<file path="config.mk">
export PLATFORM = sky130hd
export DESIGN_NAME = sensor_nivel_caixa_flat
export DESIGN_NICKNAME = d
export VERILOG_FILES = /design/src/rtl/sensor_nivel_caixa_pkg.sv /design/src/rtl/sensor_nivel_caixa_if.sv /design/src/rtl/sensor_nivel_caixa_debounce_sonda.sv /design/src/rtl/sensor_nivel_caixa.sv /design/src/flat_wrapper.sv
export SDC_FILE = /design/constraint.sdc
export NUM_CORES = 1
export LEC_CHECK = 0
export ABC_AREA = 1
export BUFFER_PORTS_ARGS = -buffer_cell sky130_fd_sc_hd__buf_2
export CAP_MARGIN = 20
export CORE_MARGIN = 2
export CORE_UTILIZATION = 30
export CTS_BUF_LIST = sky130_fd_sc_hd__clkbuf_8
export DETAILED_ROUTE_END_ITERATION = 10
export PLACE_DENSITY = 0.47
export SLEW_MARGIN = 20
export SYNTH_ARGS = -nofsm -noshare
export SYNTH_HDL_FRONTEND = slang
export SYNTH_HIERARCHICAL = 1
export SYNTH_SLANG_ARGS = --single-unit
</file>
<file path="constraint.sdc">
create_clock -name clk -period 2.4 [get_ports clk]
set_clock_uncertainty 0.1 [all_clocks]
set_input_delay 0.12 -clock clk [delete_from_list [all_inputs] [get_ports clk]]
set_output_delay 0.12 -clock clk [all_outputs]
set_load 0.01 [all_outputs]
</file>
<file path="src/rtl/sensor_nivel_caixa_pkg.sv">
// Shared types and constants for the tank-level sensor: FSM states, 2-bit level values,
// valid 3-bit probe codes {alta,media,baixa}, and code decoding helpers.
package sensor_nivel_pkg;

  typedef enum logic [2:0] {
    ST_VAZIO,
    ST_BAIXO,
    ST_MEDIO,
    ST_CHEIO,
    ST_INCONS,
    ST_FALHA
  } estado_t;

  localparam logic [1:0] NIVEL_VAZIO = 2'd0;
  localparam logic [1:0] NIVEL_BAIXO = 2'd1;
  localparam logic [1:0] NIVEL_MEDIO = 2'd2;
  localparam logic [1:0] NIVEL_CHEIO = 2'd3;

  localparam logic [2:0] COD_VAZIO = 3'b000;
  localparam logic [2:0] COD_BAIXO = 3'b001;
  localparam logic [2:0] COD_MEDIO = 3'b011;
  localparam logic [2:0] COD_CHEIO = 3'b111;

  function automatic logic codigo_valido(input logic [2:0] cod);
    return (cod == COD_VAZIO) || (cod == COD_BAIXO) ||
           (cod == COD_MEDIO) || (cod == COD_CHEIO);
  endfunction

  // Only meaningful for valid codes; wet probes always fill from the bottom up.
  function automatic logic [1:0] nivel_de(input logic [2:0] cod);
    return 2'(cod[0]) + 2'(cod[1]) + 2'(cod[2]);
  endfunction

  function automatic estado_t estado_de(input logic [1:0] niv);
    case (niv)
      NIVEL_BAIXO: return ST_BAIXO;
      NIVEL_MEDIO: return ST_MEDIO;
      NIVEL_CHEIO: return ST_CHEIO;
      default:     return ST_VAZIO;
    endcase
  endfunction

endpackage

</file>
<file path="src/rtl/sensor_nivel_caixa_if.sv">
// Link between the tank-level sensor (master, producer) and the irrigation controller (slave).
interface sensor_nivel_caixa_if;
  logic       valvula_entrada;
  logic       limpa_falha;
  logic       nivel_alto;
  logic       nivel_medio;
  logic       nivel_baixo;
  logic [1:0] nivel;
  logic       nivel_mudou;
  logic       falha;
  logic       travado;

  modport master (
    input  valvula_entrada, limpa_falha,
    output nivel_alto, nivel_medio, nivel_baixo, nivel, nivel_mudou, falha, travado
  );

  modport slave (
    output valvula_entrada, limpa_falha,
    input  nivel_alto, nivel_medio, nivel_baixo, nivel, nivel_mudou, falha, travado
  );
endinterface

</file>
<file path="src/rtl/sensor_nivel_caixa_debounce_sonda.sv">
// One probe: 2-FF synchroniser followed by a debounce counter; the accepted value flips
// only after DEBOUNCE_CYCLES consecutive synchronised samples that differ from it.
module debounce_sonda #(
  parameter int DEBOUNCE_CYCLES = 16
) (
  input  logic clk,
  input  logic rst_n,
  input  logic sonda,
  output logic estavel
);

  localparam int CW = $clog2(DEBOUNCE_CYCLES + 1);

  logic          sync_p0;
  logic          sync_p1;
  logic [CW-1:0] cnt;

  always_ff @(posedge clk or negedge rst_n) begin
    if (!rst_n) begin
      sync_p0 <= 1'b0;
      sync_p1 <= 1'b0;
      cnt     <= '0;
      estavel <= 1'b0;
    end else begin
      sync_p0 <= sonda;
      sync_p1 <= sync_p0;
      // cnt never passes DEBOUNCE_CYCLES-1, so it cannot wrap
      if (sync_p1 == estavel) begin
        cnt <= '0;
      end else if (cnt >= CW'(DEBOUNCE_CYCLES - 1)) begin
        estavel <= sync_p1;
        cnt     <= '0;
      end else begin
        cnt <= cnt + CW'(1);
      end
    end
  end

endmodule

</file>
<file path="src/rtl/sensor_nivel_caixa.sv">
// Tank-level sensor: debounced probes, level FSM with inconsistency fault, change pulse.
// Optional stuck-sensor watchdog enabled by defining SENSOR_TRAVADO_EN.
module sensor_nivel_caixa #(
  parameter int DEBOUNCE_CYCLES = 16,
  parameter int FAULT_CYCLES    = 256,
  parameter int TIMEOUT_CYCLES  = 65536
) (
  input  logic                  clk,
  input  logic                  rst_n,
  input  logic                  sonda_alta,
  input  logic                  sonda_media,
  input  logic                  sonda_baixa,
  sensor_nivel_caixa_if.master  bus
);
  import sensor_nivel_pkg::*;

  localparam int FW = $clog2(FAULT_CYCLES + 1);

  logic          alto, medio, baixo;
  logic [2:0]    codigo;
  logic          valido;
  logic [1:0]    nivel_cod;
  estado_t       estado, estado_next;
  logic [FW-1:0] fcnt, fcnt_next;
  logic [1:0]    nivel_q, nivel_next, nivel_p1;
  logic          mudou_q, falha_q;

  debounce_sonda #(.DEBOUNCE_CYCLES(DEBOUNCE_CYCLES)) u_alta (
    .clk(clk), .rst_n(rst_n), .sonda(sonda_alta), .estavel(alto));
  debounce_sonda #(.DEBOUNCE_CYCLES(DEBOUNCE_CYCLES)) u_media (
    .clk(clk), .rst_n(rst_n), .sonda(sonda_media), .estavel(medio));
  debounce_sonda #(.DEBOUNCE_CYCLES(DEBOUNCE_CYCLES)) u_baixa (
    .clk(clk), .rst_n(rst_n), .sonda(sonda_baixa), .estavel(baixo));

  assign codigo    = {alto, medio, baixo};
  assign valido    = codigo_valido(codigo);
  assign nivel_cod = nivel_de(codigo);

  // fcnt holds the number of consecutive invalid samples seen so far (0 in level states)
  always_comb begin
    estado_next = estado;
    fcnt_next   = fcnt;
    nivel_next  = nivel_q;
    case (estado)
      ST_FALHA: begin
        if (bus.limpa_falha && valido) begin
          estado_next = estado_de(nivel_cod);
          nivel_next  = nivel_cod;
          fcnt_next   = '0;
        end
      end
      default: begin
        if (valido) begin
          estado_next = estado_de(nivel_cod);
          nivel_next  = nivel_cod;
          fcnt_next   = '0;
        end else if (fcnt >= FW'(FAULT_CYCLES - 1)) begin
          estado_next = ST_FALHA;
        end else begin
          estado_next = ST_INCONS;
          fcnt_next   = fcnt + FW'(1);
        end
      end
    endcase
  end

  always_ff @(posedge clk or negedge rst_n) begin
    if (!rst_n) begin
      estado   <= ST_VAZIO;
      fcnt     <= '0;
      nivel_q  <= NIVEL_VAZIO;
      nivel_p1 <= NIVEL_VAZIO;
      mudou_q  <= 1'b0;
      falha_q  <= 1'b0;
    end else begin
      estado   <= estado_next;
      fcnt     <= fcnt_next;
      nivel_q  <= nivel_next;
      nivel_p1 <= nivel_q;
      mudou_q  <= (nivel_q != nivel_p1);
      falha_q  <= (estado_next == ST_FALHA);
    end
  end

  assign bus.nivel_alto  = alto;
  assign bus.nivel_medio = medio;
  assign bus.nivel_baixo = baixo;
  assign bus.nivel       = nivel_q;
  assign bus.nivel_mudou = mudou_q;
  assign bus.falha       = falha_q;

`ifdef SENSOR_TRAVADO_EN
  localparam int TW = $clog2(TIMEOUT_CYCLES + 1);

  logic [TW-1:0] tcnt;
  logic          travado_q;
  logic          subiu;
  logic          expira;

  assign subiu  = (nivel_next > nivel_q);
  assign expira = bus.valvula_entrada && !subiu && (nivel_q != NIVEL_CHEIO) &&
                  (tcnt >= TW'(TIMEOUT_CYCLES - 1));

  always_ff @(posedge clk or negedge rst_n) begin
    if (!rst_n) begin
      tcnt      <= '0;
      travado_q <= 1'b0;
    end else begin
      if (!bus.valvula_entrada || subiu) begin
        tcnt <= '0;
      end else if ((nivel_q != NIVEL_CHEIO) && (tcnt < TW'(TIMEOUT_CYCLES))) begin
        tcnt <= tcnt + TW'(1);
      end
      if (bus.limpa_falha) begin
        travado_q <= 1'b0;
      end else if (expira) begin
        travado_q <= 1'b1;
      end
    end
  end

  assign bus.travado = travado_q;
`else
  localparam int unused_timeout = TIMEOUT_CYCLES;
  logic unused_valvula;

  assign unused_valvula = bus.valvula_entrada;
  assign bus.travado    = 1'b0;
`endif

endmodule
</file>
<file path="src/flat_wrapper.sv">
// flat-port wrapper written by rule: the top's interface ports become plain ports
module sensor_nivel_caixa_flat import sensor_nivel_pkg::*;
#(
  parameter int DEBOUNCE_CYCLES = 16,
  parameter int FAULT_CYCLES    = 256,
  parameter int TIMEOUT_CYCLES  = 65536
)
  (clk, rst_n, sonda_alta, sonda_media, sonda_baixa, bus_valvula_entrada, bus_limpa_falha, bus_nivel_alto, bus_nivel_medio, bus_nivel_baixo, bus_nivel, bus_nivel_mudou, bus_falha, bus_travado);
  sensor_nivel_caixa_if bus_i ();
  input  logic clk;
  input  logic rst_n;
  input  logic sonda_alta;
  input  logic sonda_media;
  input  logic sonda_baixa;
  input wire logic [$bits(bus_i.valvula_entrada)-1:0] bus_valvula_entrada;
  input wire logic [$bits(bus_i.limpa_falha)-1:0] bus_limpa_falha;
  output wire logic [$bits(bus_i.nivel_alto)-1:0] bus_nivel_alto;
  output wire logic [$bits(bus_i.nivel_medio)-1:0] bus_nivel_medio;
  output wire logic [$bits(bus_i.nivel_baixo)-1:0] bus_nivel_baixo;
  output wire logic [$bits(bus_i.nivel)-1:0] bus_nivel;
  output wire logic [$bits(bus_i.nivel_mudou)-1:0] bus_nivel_mudou;
  output wire logic [$bits(bus_i.falha)-1:0] bus_falha;
  output wire logic [$bits(bus_i.travado)-1:0] bus_travado;
  assign bus_i.valvula_entrada = bus_valvula_entrada;
  assign bus_i.limpa_falha = bus_limpa_falha;
  assign bus_nivel_alto = bus_i.nivel_alto;
  assign bus_nivel_medio = bus_i.nivel_medio;
  assign bus_nivel_baixo = bus_i.nivel_baixo;
  assign bus_nivel = bus_i.nivel;
  assign bus_nivel_mudou = bus_i.nivel_mudou;
  assign bus_falha = bus_i.falha;
  assign bus_travado = bus_i.travado;
  sensor_nivel_caixa #(.DEBOUNCE_CYCLES(DEBOUNCE_CYCLES), .FAULT_CYCLES(FAULT_CYCLES), .TIMEOUT_CYCLES(TIMEOUT_CYCLES)) u_core (.clk(clk), .rst_n(rst_n), .sonda_alta(sonda_alta), .sonda_media(sonda_media), .sonda_baixa(sonda_baixa), .bus(bus_i));
endmodule
</file>
; Yosys cells after proc, flatten, opt, wreduce, memory -nomap -nowiden
; Index checks and enable logic that the tools add are counted.
[totals]
reg_bits = 42
input_bits = 7
out_inout_bits = 8
wordCells = 74
[op_classes]
add_sub_neg = 6
magnitude_cmp = 4
eq_ne = 14
mux = 18
bitwise_logic = 3
n_reduce_logical = 11
[op_table]
columns = op, count
row1 = two-way mux 9 bit, 4
row2 = two-way mux 5 bit, 6
row3 = adder 5 x 1 -> 5 bit (second input constant), 3
row4 = greater-or-equal comparator 5 x 4 -> 1 bit (second input constant), 3
row5 = AND reduction 2 bit, 5
row6 = adder 9 x 1 -> 9 bit (second input constant), 1
row7 = equality test 3 bit (second input constant), 3
row8 = greater-or-equal comparator 9 x 8 -> 1 bit (second input constant), 1
row9 = two-way mux 3 bit, 3
row10 = two-way mux 2 bit, 3
row11 = case mux 2 bit (3 select lines), 1
row12 = equality test 2 bit (second input constant), 2
row13 = equality test 1 bit, 3
row14 = equality test 3 x 1 -> 1 bit (second input constant), 1
row15 = equality test 3 x 2 -> 1 bit (second input constant), 1
row16 = zero test 3 bit, 1
row17 = logical OR 1 bit, 3
row18 = inequality test 3 x 2 -> 1 bit (second input constant), 1
row19 = inverter 1 bit, 3
row20 = adder 1 x 1 -> 2 bit, 1
row21 = adder 2 x 1 -> 2 bit, 1
row22 = equality test 2 x 1 -> 1 bit (second input constant), 1
row23 = inequality test 2 x 1 -> 1 bit (second input constant), 1
row24 = inequality test 2 bit, 1
row25 = other kinds (3), 3

; Depth between registers and ports, before layout
; Gate-level depths: netlist of run 1.
[logic_depth]
depth_word = 8
ltp_mapped = 14

; Cells and area by module
; The synthesis of run 1 kept the hierarchy.
[modules_own_cells]
columns = mod, n_inst, cells_each, area_per_inst_um2
row1 = debounce_sonda, 3, 35, 344.1
row2 = sensor_nivel_caixa, 1, 112, 1027.2

; Worst setup path before layout of run 1
; No wires, ideal clock.
[synth_timing]
kind = register to register
start = reg u_core.fcnt[0]
end = reg u_core.fcnt[4]
setup_time_ns = 0.118
arrival_ns = 1.807
path_slack_ns = 0.374
path_stages_with_launch = 15
path_buffers = 1
cell_sequence = dfrtp_1 ha_1 nand2_1 nor2_1 inv_1 nor3_1 ha_1 or2_0 nor2_2 nand2_4 nand2_4 inv_6 buf_12 nand2_2 o21ai_2
[synth_via]
elab_chain_len = 4
elab_cells_between_ends = 7
classes_between = add/sub (1) / order compare (1) / eq/ne (1) / mux (3) / reduce/logical (1)
[synth_lines]
columns = element, line
row1 = from (decl), sensor_nivel_caixa.sv:24  ; logic [FW-1:0] fcnt, fcnt_next;
row2 = from (signal assigned), sensor_nivel_caixa.sv:77  ; fcnt <= fcnt_next;
row3 = adder 9 x 1 -> 9 bit, sensor_nivel_caixa.sv:61  ; fcnt_next = fcnt + FW'(1);
row4 = two-way mux 9 bit, sensor_nivel_caixa.sv:57  ; end else if (fcnt >= FW'(FAULT_CYCLES - 1)) begin
row5 = two-way mux 9 bit, sensor_nivel_caixa.sv:53  ; if (valido) begin
row6 = two-way mux 9 bit, sensor_nivel_caixa.sv:44  ; case (estado)
; Parallel ways exist; a longest one is shown, timed or not. The select of a mux whose other input is x is not followed.
; A chain may end at the register's enable or synchronous reset.

; Final worst setup path of run 1
[layout_timing]
start = reg u_core.fcnt[0]
end = reg u_core.fcnt[3]
; Same word-level chain as after synthesis.

==> reports/qor.csv, run 1 <==
metric;value;unit
number of synthesized flops with an enable pin;0;
Critical Path Sink Type;register;
vias after detailed routing;1375;
ratio of cells with drive above 1 in the final layout;18.8;%
combined flip-flop and latch cell area;1050;um^2
Final Cycle Share;89.2;%
outcome;finished clean;
router iterations before antenna repair;4;
vias per std cell;4.30;
ranking of synthesized cells by area;sky130_fd_sc_hd__dfrtp_1 (51%), sky130_fd_sc_hd__nand2_1 (9.5%), sky130_fd_sc_hd__nor2_1 (4.9%), sky130_fd_sc_hd__ha_1 (4.9%), sky130_fd_sc_hd__inv_1 (3.6%);
crit path max fanout;13;
fill cell instance count of the final layout;691;
sum of negative setup slack;0;ps
leakage power of the design;0.00123;uW
ANT nets after route;0;
number of instances resized during post-cts repair;0;
syn_nets;233;
final number of hold-violating endpoints;0;
CTS sink count;42;
Detailed Route WL;3440;um
die footprint;7540;um^2
Horiz. Die Dim;86.9;um
DRC violation total after the first TritonRoute iteration;45;
clock buffer count from CTS;5;
data arrival time at the worst-slack endpoint;2280;ps
Area growth, synth to finish;13.1;%
average cell area after synthesis;9.49;um^2
initial antenna violation count;0;
Chip Height;86.9;um
fmax;0.467;GHz
most used standard cell by instance count after synthesis;sky130_fd_sc_hd__nand2_1;
Synth Instances;217;
Post-synth ARST share;100;%
detailed-route DRC error count;0;
Final #Nets;256;
smallest hold slack;195;ps
Clk pin slew, worst setup/hold paths;90;ps
half-perimeter wire length after detailed placement;2480;um
worst-case setup slack after placement;260;ps
total grt overflow;0;
top cell types by occurrence after synthesis;sky130_fd_sc_hd__nand2_1 (52), sky130_fd_sc_hd__dfrtp_1 (42), sky130_fd_sc_hd__nor2_1 (27), sky130_fd_sc_hd__inv_1 (20), sky130_fd_sc_hd__nand3_1 (13);
global-route wire length before repair;6180;um
initial cell density of the core;30.7;%
final estimated routing congestion in global placement;0.751;
maximum resistive drop on vdd;166;uV
type of element launching the critical path;register;
CORE AREA;6720;um^2
Routed WL per cell;10.8;um
total standard cell area after synthesis;2060;um^2
count of final setup violators;0;
worst skew pair latency;300;ps
standard-cell rows;30;
Yosys reg bits;42;
clock period minus worst slack;2140;ps
CTS H-Tree Depth;2;
critical path type;register to register;
CTS Root Buffer Type;sky130_fd_sc_hd__clkbuf_8;
fraction of the yosys area taken by sequential cells;51.0;%
worst hold path class;input pin to async pin;
top-area cell type share of the netlist area;51.0;%
antenna diode count;0;
count of pins over their slew limit;0;
overall global routing resource usage;10.6;%
clock tree from TritonCTS;built;
unique cell type count in the Yosys netlist;30;
I/O pin total;15;
unrepaired setup endpoints after global routing;false;
max-cap violations;0;
most used flip-flop cell after synthesis;sky130_fd_sc_hd__dfrtp_1;
data required time at the worst endpoint;2540;ps
vias in the first global route;1353;
Syn. warnings;6;
PD cells;531;nW/um^2
minimum setup slack in the final design;260;ps
Port Buffer Count;12;
maximum number of buffers from clock root to sink;2;
multi-input logic area;897;um^2
pin count of the biggest net entering global routing;24;
Synth area leader;sky130_fd_sc_hd__dfrtp_1;
-- power breakdown --
part / internal, uW / switching, uW / leakage (uW)
logic: 24.4 / 33.8 / 0.000625
registers: 726 / 16.4 / 0.000565
clock network: 196 / 241 / 0.0000438
total: 946 / 292 / 0.00123
-- critical path: stages, from the launching register on --
cell and delay (ps):
sky130_fd_sc_hd__dfrtp_1 410, sky130_fd_sc_hd__ha_1 200, sky130_fd_sc_hd__nand2_1 80, sky130_fd_sc_hd__nor2_1 190
sky130_fd_sc_hd__inv_1 80, sky130_fd_sc_hd__nor3_1 190, sky130_fd_sc_hd__ha_1 180, sky130_fd_sc_hd__or2_0 130
sky130_fd_sc_hd__nor2_2 70, sky130_fd_sc_hd__nand2_4 80, sky130_fd_sc_hd__nand2_4 80, sky130_fd_sc_hd__inv_6 140
sky130_fd_sc_hd__nand2_1 90, sky130_fd_sc_hd__o21ai_2 50
-- layout make-up --
cell class                 count  share of cell area, %
clock buffer                   5                   2.96
inverter                      21                   3.60
clock inverter                 2                  0.430
timing repair buffer          18                   5.05
multi-input combinational    152                   38.5
sequential                    42                   45.1
tap                           80                   4.30
-- layout by cell type, fill, tap and decap left out, drive strengths merged --
cell type	n
a21oi	1
and2	3
buf	13
clkbuf	5
clkinv	2
conb	1
dfrtp	42
dlygate4sd3	5
fa	1
ha	8
inv	21
nand2	61
nand3	14
nand3b	1
nand4	5
nor2	31
nor3	3
o21ai	11
o21bai	2
or2	1
xnor2	2
xor2	7
-- per-layer routing --
layer	GRT usage, %	up-vias	part of all wire, %
met5	0	-	0
met4	4.69	0	2.2
met3	2.94	6	2.6
met2	16.7	15	44
met1	13.7	631	51
li1	-	723	-
-- registers in the layout, summed over array words and instances (netlist names), 2 cells and up --
register	cells
u_core/fcnt	9
u_core/estado	3
u_core/u_baixa/cnt	5
u_core/nivel_p1	2
u_core/bus.nivel	2
u_core/u_alta/cnt	5
u_core/u_media/cnt	5
-- repair_timing --
| action | CTS | global route |
|---|---|---|
| buffers inserted | 0 | 0 |
| hold endpoints to repair | 23 | 0 |
| hold buffers | 5 | 0 |
-- final timing paths --
kind                                       start                    end  slack (ps)  cells past startpoint
max                               u_core/fcnt[0]         u_core/fcnt[3]         260                     13
min in group clk           u_core/u_alta/sync_p0  u_core/u_alta/sync_p1         250                      0
max in group asynchronous                  rst_n  u_core/u_alta/estavel        1320                      3
min reg2reg                u_core/u_alta/sync_p0  u_core/u_alta/sync_p1         250                      0
max reg2reg                       u_core/fcnt[0]         u_core/fcnt[3]         260                     13
min                                        rst_n   u_core/u_alta/cnt[2]         190                      2
-- kinds of logic after synthesis --
kind of cell             share of synthesized area [%]
other                                            0.182
AND/OR/NAND/NOR                                   27.2
XOR/XNOR                                          4.92
flip-flops                                        51.0
buffers and inverters                             5.41
adder cells (fa/ha/maj)                           5.83
AO/OA/AOI/OAI                                     5.47
-- through the flow --
stage | utilization (%) | instance area (um^2) | power, uW | instances
2_1_floorplan | - | 2060 | 781 | 217
3_3_place_gp | 32.7 | 2200 | 809 | 308
3_5_place_dp | 32.7 | 2200 | 810 | 308
4_1_cts | 34.7 | 2330 | 1270 | 320
5_1_grt | 34.7 | 2330 | 1310 | 320
6_report | 34.7 | 2330 | 1240 | 320
No activity file was read; power rests on OpenSTA's default activity.
==> run 2: changes to the inputs <==
Settings changed: CORE_ASPECT_RATIO set to 1.1.
==> run 2 against run 1 <==
Net effect: global-route usage decreased by 0.67 points; die area about the same; clock power increased by 27%; non-clock buffer count unchanged; via count increased by 2.1%; combinational power decreased by 1%; first-iteration DRC count increased by 62%; count of clock-buffer cells in the layout unchanged; final cell count increased by 0.94%; critical path depth unchanged; register-to-register slack improved by 20 ps; flip-flop and latch count unchanged; critical endpoint is now u_core/fcnt[2]; largest power group unchanged.
==> reports/qor.csv, run 2 (synthesized netlist as in run 1, its figures left out) <==
metric;value;unit
outcome;finished clean;
PD cells;573;nW/um^2
data arrival time at the worst-slack endpoint;2220;ps
smallest hold slack;253;ps
Detailed Route WL;3380;um
Top reg by flops;u_core/fcnt;
I/O pin total;15;
vias after detailed routing;1404;
final number of hold-violating endpoints;0;
critical path type;register to register;
most frequent cells in the layout;sky130_fd_sc_hd__nand2_1 (52), sky130_fd_sc_hd__dfrtp_1 (42), sky130_fd_sc_hd__nor2_1 (27);
max-cap violations;0;
vias per std cell;4.35;
Largest register FFs;9;
vias in the first global route;1344;
number of instances resized during post-cts repair;0;
maximum number of buffers from clock root to sink;2;
clock tree from TritonCTS;built;
Routed WL per cell;10.5;um
fill cell instance count of the final layout;672;
DRC violation total after the first TritonRoute iteration;73;
leakage power of the design;0.00125;uW
CTS sink count;42;
CORE AREA;6630;um^2
count of hold-fix buffers inserted at cts;5;
clock buffer count from CTS;5;
total cell area at the placement stage;2200;um^2
half-perimeter wire length after detailed placement;2360;um
summed area of non-filler cells in the final layout;2360;um^2
ratio of cells with drive above 1 in the final layout;19.1;%
final core utilization;35.6;%
GR met2 Demand/Resource;15.5;%
fmax;0.471;GHz
Worst Max-Slew Pin Slew;540;ps
met1 layer usage reported by global route;13.0;%
count of final setup violators;0;
global-route wire length before repair;6130;um
maximum resistive drop on vdd;209;uV
Final #Nets;256;
type of element launching the critical path;register;
leading cell type in the layout, fill and taps excluded;sky130_fd_sc_hd__nand2_1;
standard-cell rows;31;
CTS Root Buffer Type;sky130_fd_sc_hd__clkbuf_8;
sum of negative setup slack;0;ps
Post-CTS Setup Inserts;0;
crit path max fanout;13;
unrepaired setup endpoints after global routing;false;
die footprint;7540;um^2
ANT nets after route;0;
slew margin rel.;64.0;%
clock period minus worst slack;2120;ps
worst skew pair latency;290;ps
total grt overflow;0;
CTS H-Tree Depth;2;
detailed-route DRC error count;0;
initial cell density of the core;31.1;%
count of pins over their slew limit;0;
Area growth, synth to finish;14.6;%
Clk pin slew, worst setup/hold paths;80;ps
Critical Path Sink Type;register;
overall global routing resource usage;9.95;%
antenna diode count;0;
Port Buffer Count;12;
initial antenna violation count;0;
Chip Height;90.9;um
met3 track demand over resource in global routing;2.47;%
routing layer with the top usage in global route;met2;
data required time at the worst endpoint;2490;ps
worst hold path class;register to register;
Horiz. Die Dim;83;um
final estimated routing congestion in global placement;0.715;
Final Cycle Share;88.5;%
router iterations before antenna repair;4;
pin count of the biggest net entering global routing;43;
run 2: cell count changes in the layout (fill, tap and decap cells not counted):
cell / before / now
sky130_fd_sc_hd__bufinv_16: 0 / 1
run 2: final timing paths:
| path | depth (start not counted) | endpoint | startpoint | slack [ps] |
|---|---|---|---|---|
| min in group asynchronous | 3 | u_core/u_baixa/cnt[4] | rst_n | 330 |
| max in group asynchronous | 3 | u_core/u_alta/estavel | rst_n | 1500 |
| min reg2reg | 0 | u_core/u_baixa/sync_p1 | u_core/u_baixa/sync_p0 | 250 |
| max | 13 | u_core/fcnt[2] | u_core/fcnt[0] | 280 |
| min | 0 | u_core/u_baixa/sync_p1 | u_core/u_baixa/sync_p0 | 250 |
| max reg2reg | 13 | u_core/fcnt[2] | u_core/fcnt[0] | 280 |
run 2: area by class of cell:
class	count	area [um^2]	share of cell area (%)
clock inverters	3	40.0	1.70
multi-input cells	152	897	38.0
inverters	21	83.8	3.55
well taps	82	103	4.35
repair buffers	18	118	4.98
flip-flops and latches	42	1050	44.5
clock buffers	5	68.8	2.91
run 2: metrics by stage:
step	worst slack (ps)	cells	total power (uW)
global route	122	323	1420
floorplan	374	217	781
CTS	244	323	1390
detailed placement	257	310	810
finish	275	323	1350
global placement	287	310	809
run 2: power breakdown:
group          total, uW  internal, uW  switching [uW]  leakage, uW
Combinational       57.6          24.2            33.4     0.000625
Clock                553           306             247    0.0000579
Sequential           742           726            16.2     0.000565
run 2: routing by layer:
metal / vias to the layer above / wire (um)
met5: - / 0
met4: 0 / 55
met3: 4 / 94
met2: 18 / 1540
met1: 650 / 1690
li1: 732 / -
run 2: critical path, cell delays in order, from the launching register on:
cell	delay, ps
sky130_fd_sc_hd__dfrtp_1	430
sky130_fd_sc_hd__ha_1	240
sky130_fd_sc_hd__nand2_1	90
sky130_fd_sc_hd__nor2_1	80
sky130_fd_sc_hd__inv_1	90
sky130_fd_sc_hd__nor3_1	50
sky130_fd_sc_hd__ha_1	170
sky130_fd_sc_hd__or2_0	210
sky130_fd_sc_hd__nor2_2	180
sky130_fd_sc_hd__nand2_4	80
sky130_fd_sc_hd__nand2_4	110
sky130_fd_sc_hd__inv_6	80
sky130_fd_sc_hd__nand2_1	80
sky130_fd_sc_hd__o21ai_2	50
